File: src/rtl/axis_pkt_arb_2_1.sv
// Packet-level round-robin arbiter: two AXI-Stream sources onto one sink.
// The grant is held from the first beat through tlast, so packets never interleave.
module axis_pkt_arb_2_1 #(
  parameter int unsigned DW  = 8,
  parameter int unsigned PCW = 16
) (
  input  logic           clk,
  input  logic           rst,
  input  logic [DW-1:0]  s1_tdata,
  input  logic           s1_tvalid,
  input  logic           s1_tlast,
  output logic           s1_tready,
  input  logic [DW-1:0]  s2_tdata,
  input  logic           s2_tvalid,
  input  logic           s2_tlast,
  output logic           s2_tready,
  output logic [DW-1:0]  m_tdata,
  output logic           m_tvalid,
  output logic           m_tlast,
  input  logic           m_tready,
  output logic           sel,
  output logic           busy,
  output logic [PCW-1:0] s1_pkt_cnt,
  output logic [PCW-1:0] s2_pkt_cnt
);

  typedef enum logic [1:0] {StIdle, StGrant1, StGrant2} state_e;

  state_e         state_q, state_d;
  logic           last_q, last_d;
  logic [PCW-1:0] s1_cnt_q, s1_cnt_d;
  logic [PCW-1:0] s2_cnt_q, s2_cnt_d;
  logic           xfer;

  // Pure pass-through datapath steered by the current grant.
  always_comb begin
    m_tdata   = '0;
    m_tvalid  = 1'b0;
    m_tlast   = 1'b0;
    s1_tready = 1'b0;
    s2_tready = 1'b0;
    unique case (state_q)
      StGrant1: begin
        m_tdata   = s1_tdata;
        m_tvalid  = s1_tvalid;
        m_tlast   = s1_tlast;
        s1_tready = m_tready;
      end
      StGrant2: begin
        m_tdata   = s2_tdata;
        m_tvalid  = s2_tvalid;
        m_tlast   = s2_tlast;
        s2_tready = m_tready;
      end
      default: ;
    endcase
  end

  assign xfer = m_tvalid & m_tready;

  always_comb begin
    state_d  = state_q;
    last_d   = last_q;
    s1_cnt_d = s1_cnt_q;
    s2_cnt_d = s2_cnt_q;
    unique case (state_q)
      StIdle: begin
        // On contention, favour the source that did not finish the previous packet.
        if (s1_tvalid && s2_tvalid) begin
          state_d = last_q ? StGrant1 : StGrant2;
        end else if (s1_tvalid) begin
          state_d = StGrant1;
        end else if (s2_tvalid) begin
          state_d = StGrant2;
        end
      end
      StGrant1: begin
        if (xfer && m_tlast) begin
          s1_cnt_d = s1_cnt_q + PCW'(1);
          last_d   = 1'b0;
          state_d  = StIdle;
        end
      end
      StGrant2: begin
        if (xfer && m_tlast) begin
          s2_cnt_d = s2_cnt_q + PCW'(1);
          last_d   = 1'b1;
          state_d  = StIdle;
        end
      end
      default: state_d = StIdle;
    endcase
  end

  always_ff @(posedge clk) begin
    if (!rst) begin
      state_q  <= StIdle;
      last_q   <= 1'b1;
      s1_cnt_q <= '0;
      s2_cnt_q <= '0;
    end else begin
      state_q  <= state_d;
      last_q   <= last_d;
      s1_cnt_q <= s1_cnt_d;
      s2_cnt_q <= s2_cnt_d;
    end
  end

  assign sel        = (state_q == StGrant2);
  assign busy       = (state_q != StIdle);
  assign s1_pkt_cnt = s1_cnt_q;
  assign s2_pkt_cnt = s2_cnt_q;

endmodule

File: config.mk
export PLATFORM = sky130hd
export DESIGN_NAME = axis_pkt_arb_2_1
export DESIGN_NICKNAME = d
export VERILOG_FILES = /design/src/rtl/axis_pkt_arb_2_1.sv
export SDC_FILE = /design/constraint.sdc
export NUM_CORES = 1
export LEC_CHECK = 0
export BUFFER_PORTS_ARGS = -buffer_cell sky130_fd_sc_hd__buf_2
export CORE_MARGIN = 2
export CORE_UTILIZATION = 50
export DETAILED_ROUTE_END_ITERATION = 16
export PLACE_DENSITY = 0.89
export SLEW_MARGIN = 20
export SYNTH_ARGS = -nofsm -noshare
export SYNTH_HDL_FRONTEND = slang
export SYNTH_SLANG_ARGS = --single-unit
File: constraint.sdc
create_clock -name clk -period 3.1 [get_ports clk]
set_input_delay 0.155 -clock clk [delete_from_list [all_inputs] [get_ports clk]]
set_output_delay 0.155 -clock clk [all_outputs]
set_load 0.05 [all_outputs]
==> results of run 1 <==
[logic make-up after synthesis]
kind of cell / after synthesis
compound gates: 59
flops: 35
mux: 3
simple gates: 91
fa+ha+maj: 5
buf+inv: 21
xor+xnor: 19
[final cells by class]
type	count	area (um^2)	area share, %
Sequential cell	35	701	29.4
Clock buffer	6	72.6	3.05
Timing Repair Buffer	70	355	14.9
Tap cell	48	60.1	2.52
Inverter	9	33.8	1.42
Multi-Input combinational cell	177	1160	48.7
[synthesized netlist by cell type (4+ instances only)]
cell,instances
dfxtp_1,35
nor2_1,23
xor2_1,15
nand2_1,13
nand3_1,12
o21ai_0,12
a22oi_1,11
nor2b_1,10
clkbuf_1,9
inv_1,9
o2111ai_1,9
a21oi_1,6
o211ai_1,6
and2_1,5
and3_1,5
ha_1,5
nor3_1,5
nand2b_1,4
nand4_1,4
o21a_1,4
or3_1,4
xnor2_1,4
[per-stage QoR]
stage	hold slack, ns	worst slack [ns]	utilization (%)	total power [uW]
2_1_floorplan	0.305	0.671	-	1000
3_3_place_gp	0.455	0.897	62.6	1110
3_5_place_dp	0.480	0.690	62.6	1130
4_1_cts	0.232	0.696	64.6	1420
5_1_grt	0.266	0.460	64.6	1500
6_report	0.233	0.683	64.6	1410
[worst max path at each step]
stage                                  startpoint                     endpoint  slack, ns  depth (start not counted)
after floorplan           state_q[0]$_SDFFE_PN0P_   s2_pkt_cnt[9]$_SDFFE_PN0P_       0.67                          6
after global placement    state_q[0]$_SDFFE_PN0P_  s1_pkt_cnt[13]$_SDFFE_PN0P_       0.90                          8
after detailed placement  state_q[1]$_SDFFE_PN0P_      state_q[0]$_SDFFE_PN0P_       0.69                          8
after CTS                 state_q[1]$_SDFFE_PN0P_      state_q[0]$_SDFFE_PN0P_       0.70                          8
after global routing      state_q[1]$_SDFFE_PN0P_      state_q[0]$_SDFFE_PN0P_       0.46                          8
final                     state_q[0]$_SDFFE_PN0P_      state_q[0]$_SDFFE_PN0P_       0.68                          8
[report_power, final]
group	switching [uW]	internal [uW]	total [uW]
combinational	445	189	635
sequential	12.5	467	480
clock	148	149	297
[registers in the layout (all words and copies together) (netlist names)]
signal      flops
s2_pkt_cnt     16
s1_pkt_cnt     16
state_q         2
last_q          1
[worst max-delay path, stage by stage (launching register included)]
cell,delay [ns]
dfxtp_1,0.32
inv_1,0.08
ha_1,0.49
nand3_1,0.13
nand2_1,0.32
buf_4,0.26
o21ai_0,0.14
a22oi_1,0.35
mux2i_1,0.25
[layer usage]
metal	vias to the layer above	share of wire (%)
met2	66	46
met4	0	1.8
met5	-	0
met1	868	45
met3	8	7.9
li1	969	-
==> summary.txt, run 1 <==
Status
  • Status: finished, final reports clean

Clocking
  • Clk_lat worst skew: 0.29 ns
  • TritonCTS clock tree: yes
  • Clk sinks: 35
  • CTS buffer count: 5
  • CTS H-Tree Depth: 2
  • Max Root-Sink Buffers: 2
  • Number of gates given a new drive strength after cts: 0
  • Post-CTS Setup Inserts: 0
  • Worst-path clk slew: 0.06 ns
  • Root buf cell: clkbuf_8
  • Hold-fix buffers, CTS: 0

Power
  • Worst vdd ir: 0.292 mV
  • Pwr dens: 593 nW/um^2
  • Static Leakage: 0.00105 uW

Global routing
  • Most Crowded Layer GR: met2
  • Gr ovfl total: 0
  • Largest net degree at the start of global routing: 24
  • Vias in the first global route: 1700
  • Met3 Usage GRT: 6.64%
  • First-pass GRT wire length: 7.65 mm
  • All-Layer GR Usage: 22.4%
  • Met2 usage in global routing: 35.6%
  • GRT met1 Usage: 28.4%
  • Initial antenna violation count: 0

Yosys
  • Ys Warns: 0
  • Synth area leaders: dfxtp_1, xor2_1, nor2_1, a22oi_1, o2111ai_1
  • Syn_nets: 261
  • Yosys top cell area share: 36.1%
  • Synth unique cells: 35
  • Largest family of logic cells by synthesized area: simple AND/OR/NAND/NOR gates
  • Xor and xnor fraction of the mapped netlist area: 8.56%
  • Part of the Yosys area used for sequential elements: 36.1%
  • Post-synthesis cell count: 233
  • Mux cell area share after synthesis: 1.55%
  • Simple-Gate Fraction of Synth Area: 24.3%
  • Ys flop type: dfxtp_1
  • Synth Area in Adders: 3.22%
  • Leading area contributor after synthesis: dfxtp_1
  • Ys async rst share: 0%
  • Post-synthesis register bit count: 35
  • Mapped Avg Cell Area: 8.34 um^2
  • Post-synth EDFFs: 0
  • Compound-Gate Fraction of Synth Area: 22.1%
  • Cell Area, Synth: 1940 um^2

Floorplanning
  • Die ar.: 4400 um^2
  • Number of core rows: 22
  • Initial Util: 52.7%
  • Die H: 66.3 um
  • Core area: 3690 um^2
  • I/O pins: 69
  • DIE WIDTH: 66.3 um

Final layout
  • Finished Layout Cells: 345
  • Design area: 2380 um^2
  • Most common cell after layout, fill and taps aside: buf_2
  • N_diodes: 0
  • Nets: 326
  • Commonest cells after routing, fill and taps aside: buf_2, dfxtp_1, nor2_1, xor2_1, nand2_1
  • Fraction of layout cells with a size suffix above 1: 26.9%
  • Fillers: 322
  • Synth-to-layout area growth: 22.6%

STA
  • Clk_skew: 0.00344 ns
  • RSZ-0062 raised after global routing: false
  • Final slew viol count: 0
  • Tcrit/Tclk final: 78.0%
  • Final min period: 2.42 ns
  • Hold Fails Final Rpt: 0
  • Setup TNS: 0 ns
  • Fmax: 414 MHz
  • Max_slew headroom: 54.9%
  • Actual slew at the worst max-slew pin: 0.675 ns
  • Final setup viols: 0

Worst setup path
  • Crit path max fanout: 16
  • Setup Crit Path Kind: flop to flop
  • Reg2reg start: state_q[0]$_SDFFE_PN0P_
  • CP Capture Type: flop
  • Cells on worst reg2reg path: 8
  • Reg2reg end: state_q[0]$_SDFFE_PN0P_
  • CP arrival: 2.63 ns
  • CP startpoint kind: flop
  • Critical Path RT: 3.31 ns
  • Setup slack, reg-to-reg: 0.68 ns

Routing
  • DR DRC count: 0
  • Iter 0 DRT Violations: 56
  • Antenna Nets Post-Route: 0
  • Avg WL per Cell: 13.5 um
  • Number of vias in the routed layout: 1911
  • Vias per Instance: 5.54
  • WL final: 4.66 mm
  • Detailed Routing Iterations Pass 1: 4

Placed design
  • Port bufs: 68
  • Placement Cell Area: 2310 um^2
  • Post-DP HPWL: 3.43 mm
  • GP Congestion: 0.798
  • Cells after DPL: 339

Hold path
  • Hold path startpoint: rst
  • Worst hold path depth: 2
  • Worst hold path type: primary input to flop
  • Hold Path End: last_q$_SDFFE_PN1P_

Job
  • Maximum Capacitance Violations: 0
No activity file was read; power rests on OpenSTA's default activity.
==> run 2, diff against run 1 <==
--- a/config.mk
+++ b/config.mk
@@ -7,9 +7,9 @@
 export LEC_CHECK = 0
 export BUFFER_PORTS_ARGS = -buffer_cell sky130_fd_sc_hd__buf_2
 export CORE_MARGIN = 2
-export CORE_UTILIZATION = 50
+export CORE_UTILIZATION = 49
 export DETAILED_ROUTE_END_ITERATION = 16
-export PLACE_DENSITY = 0.89
+export PLACE_DENSITY = 0.88
 export SLEW_MARGIN = 20
 export SYNTH_ARGS = -nofsm -noshare
 export SYNTH_HDL_FRONTEND = slang
==> constraint.sdc (replaced) <==
create_clock -name clk -period 2.4 [get_ports clk]
set_input_delay 0.12 -clock clk [delete_from_list [all_inputs] [get_ports clk]]
set_output_delay 0.12 -clock clk [all_outputs]
set_load 0.05 [all_outputs]
==> summary.txt, run 2 (synthesis results as in run 1) <==
Clocking
  • TritonCTS clock tree: yes
  • CTS H-Tree Depth: 2 (unchanged)
  • Root buf cell: clkbuf_8
  • CTS buffer count: 5 (unchanged)
  • Number of gates given a new drive strength after cts: 0 (unchanged)
  • Clk sinks: 35 (unchanged)
  • Max Root-Sink Buffers: 2 (unchanged)
  • Post-CTS Setup Inserts: 0 (unchanged)
  • Hold-fix buffers, CTS: 0 (unchanged)
  • Clk_lat worst skew: 0.29 ns (about the same)
  • Worst-path clk slew: 0.07 ns (about the same)

Hold path
  • Worst hold path depth: 2 (unchanged)
  • Worst hold path type: primary input to flop

Global routing
  • Largest net degree at the start of global routing: 23 (-4.2%)
  • Gr ovfl total: 0 (unchanged)
  • All-Layer GR Usage: 22.4% (about the same)
  • Vias in the first global route: 1735 (+2.1%)
  • Initial antenna violation count: 0 (unchanged)
  • First-pass GRT wire length: 7.58 mm (-0.81%)

Worst setup path
  • Cells on worst reg2reg path: 7 (-1)
  • CP arrival: 2.31 ns (-0.32 ns)
  • CP Capture Type: flop
  • Setup slack, reg-to-reg: 0.25 ns (-0.44 ns)
  • CP startpoint: state_q[0]$_SDFFE_PN0P_
  • Crit path max fanout: 8 (-8)
  • CP startpoint kind: flop
  • Worst Setup EP: s2_pkt_cnt[11]$_SDFFE_PN0P_
  • Reg2reg end: s2_pkt_cnt[11]$_SDFFE_PN0P_
  • Critical Path RT: 2.55 ns (-0.76 ns)
  • Setup Crit Path Kind: flop to flop
  • Reg2reg start: state_q[0]$_SDFFE_PN0P_

Placed design
  • Port bufs: 68 (unchanged)
  • GP Congestion: 0.885 (+11%)
  • Placement Cell Area: 2350 um^2 (+1.7%)
  • DP Worst Slack: 0.308 ns (-0.381 ns)
  • Cells after DPL: 344 (+1.5%)
  • Post-DP HPWL: 3.36 mm (-1.9%)

Power
  • Clk network pwr share: 23.7% (+2.6 points)
  • Int Power: 1150 uW (+43%)
  • Net Sw Frac: 41.4% (-1.5 points)
  • Switch Pwr: 813 uW (+34%)
  • Worst vdd ir: 0.352 mV (+21%)
  • Design Power: 1960 uW (+39%)
  • Pwr dens: 802 nW/um^2 (+35%)
  • Flop pwr share: 31.5% (-2.5 points)
  • Static Leakage: 0.00109 uW (+3.9%)
  • Power share of the combinational group: 44.7% (-0.3 points)

Final layout
  • Nets: 331 (+1.5%)
  • Most common cell after layout, fill and taps aside: buf_2
  • Commonest cells after routing, fill and taps aside: buf_2, dfxtp_1, nor2_1, xor2_1, nand2_1
  • Finished Layout Cells: 352 (+2.0%)
  • Synth-to-layout area growth: 26.0%
  • N_diodes: 0 (unchanged)
  • Design area: 2450 um^2 (+2.8%)
  • Fraction of layout cells with a size suffix above 1: 28.9% (+2.0 points)
  • Fillers: 332 (+3.1%)

STA
  • Actual slew at the worst max-slew pin: 0.428 ns (-0.247 ns)
  • Hold Fails Final Rpt: 0 (unchanged)
  • Tcrit/Tclk final: 89.8% (+12 points)
  • Fmax: 464 MHz (+12%)
  • Max_slew headroom: 71.3% (+16 points)
  • Final setup viols: 0 (unchanged)
  • Final setup margin: 0.245 ns (-0.437 ns)
  • Final slew viol count: 0 (unchanged)
  • RSZ-0062 raised after global routing: false
  • Setup TNS: 0 ns (unchanged)
  • Clk_skew: 0.00457 ns (+0.00113 ns)
  • Final min period: 2.15 ns (-0.263 ns)

Job
  • Maximum Capacitance Violations: 0 (unchanged)

Floorplanning
  • Die ar.: 4480 um^2 (+1.9%)
  • Initial Util: 51.9% (-0.77 points)
  • DIE WIDTH: 67.0 um (+0.95%)
  • Die H: 67.0 um (+0.95%)
  • Number of core rows: 22 (unchanged)
  • I/O pins: 69 (unchanged)
  • Core area: 3740 um^2 (+1.5%)

Routing
  • Iter 0 DRT Violations: 89 (+59%)
  • Detailed Routing Iterations Pass 1: 5 (+1)
  • DR DRC count: 0 (unchanged)
  • Number of vias in the routed layout: 1988 (+4.0%)
  • Vias per Instance: 5.65 (+2.0%)
  • WL final: 4.69 mm (+0.60%)
  • Antenna Nets Post-Route: 0 (unchanged)
  • Avg WL per Cell: 13.3 um (-1.4%)

Status
  • Status: finished, final reports clean
[run 2: worst min-delay path by stage]
stage                                      from                          end  slack (ns)
floorplan                                   rst  s2_pkt_cnt[11]$_SDFFE_PN0P_        0.27
detailed placement      state_q[1]$_SDFFE_PN0P_      state_q[1]$_SDFFE_PN0P_        0.48
CTS                                         rst          last_q$_SDFFE_PN1P_        0.21
global route                                rst          last_q$_SDFFE_PN1P_        0.24
finish                                      rst          last_q$_SDFFE_PN1P_        0.21
global placement    s1_pkt_cnt[13]$_SDFFE_PN0P_  s1_pkt_cnt[13]$_SDFFE_PN0P_        0.46
[run 2: power groups by stage]
stage               combinational, uW  clock, uW  sequential (uW)
detailed placement                876          0              633
floorplan                         663          0              630
finish                            879        466              620
global route                      940        501              623
global placement                  860          0              630
CTS                               879        473              620
[run 2: final cells by class]
| cell class | count | area (um^2) | area share [%] |
|---|---|---|---|
| well taps | 48 | 60.1 | 2.45 |
| clock buffers | 8 | 100 | 4.09 |
| flip-flops and latches | 35 | 701 | 28.6 |
| multi-input cells | 177 | 1160 | 47.4 |
| inverters | 9 | 33.8 | 1.38 |
| repair buffers | 75 | 393 | 16.0 |
[run 2: critical path: stages, from the launching register on]
cell and delay (ns):
dfxtp_1 0.36, inv_1 0.07, ha_1 0.43, nand3_1 0.18
nor3_1 0.25, o21ai_1 0.19, o311ai_0 0.38, o41ai_1 0.15
[run 2: metrics by stage]
step / hold WS, ns / utilization (%)
after floorplan: 0.270 / -
after global placement: 0.460 / 62.7
after detailed placement: 0.480 / 62.7
after CTS: 0.207 / 65.4
after global routing: 0.237 / 65.4
final: 0.211 / 65.4
[run 2: layer usage]
metal / vias up / global-route usage, % / part of all wire, %
met4: 0 / 9.69 / 1.9
li1: 984 / - / -
met2: 98 / 37.3 / 46
met3: 10 / 6.42 / 9.2
met5: - / 0 / 0
met1: 896 / 26.8 / 43
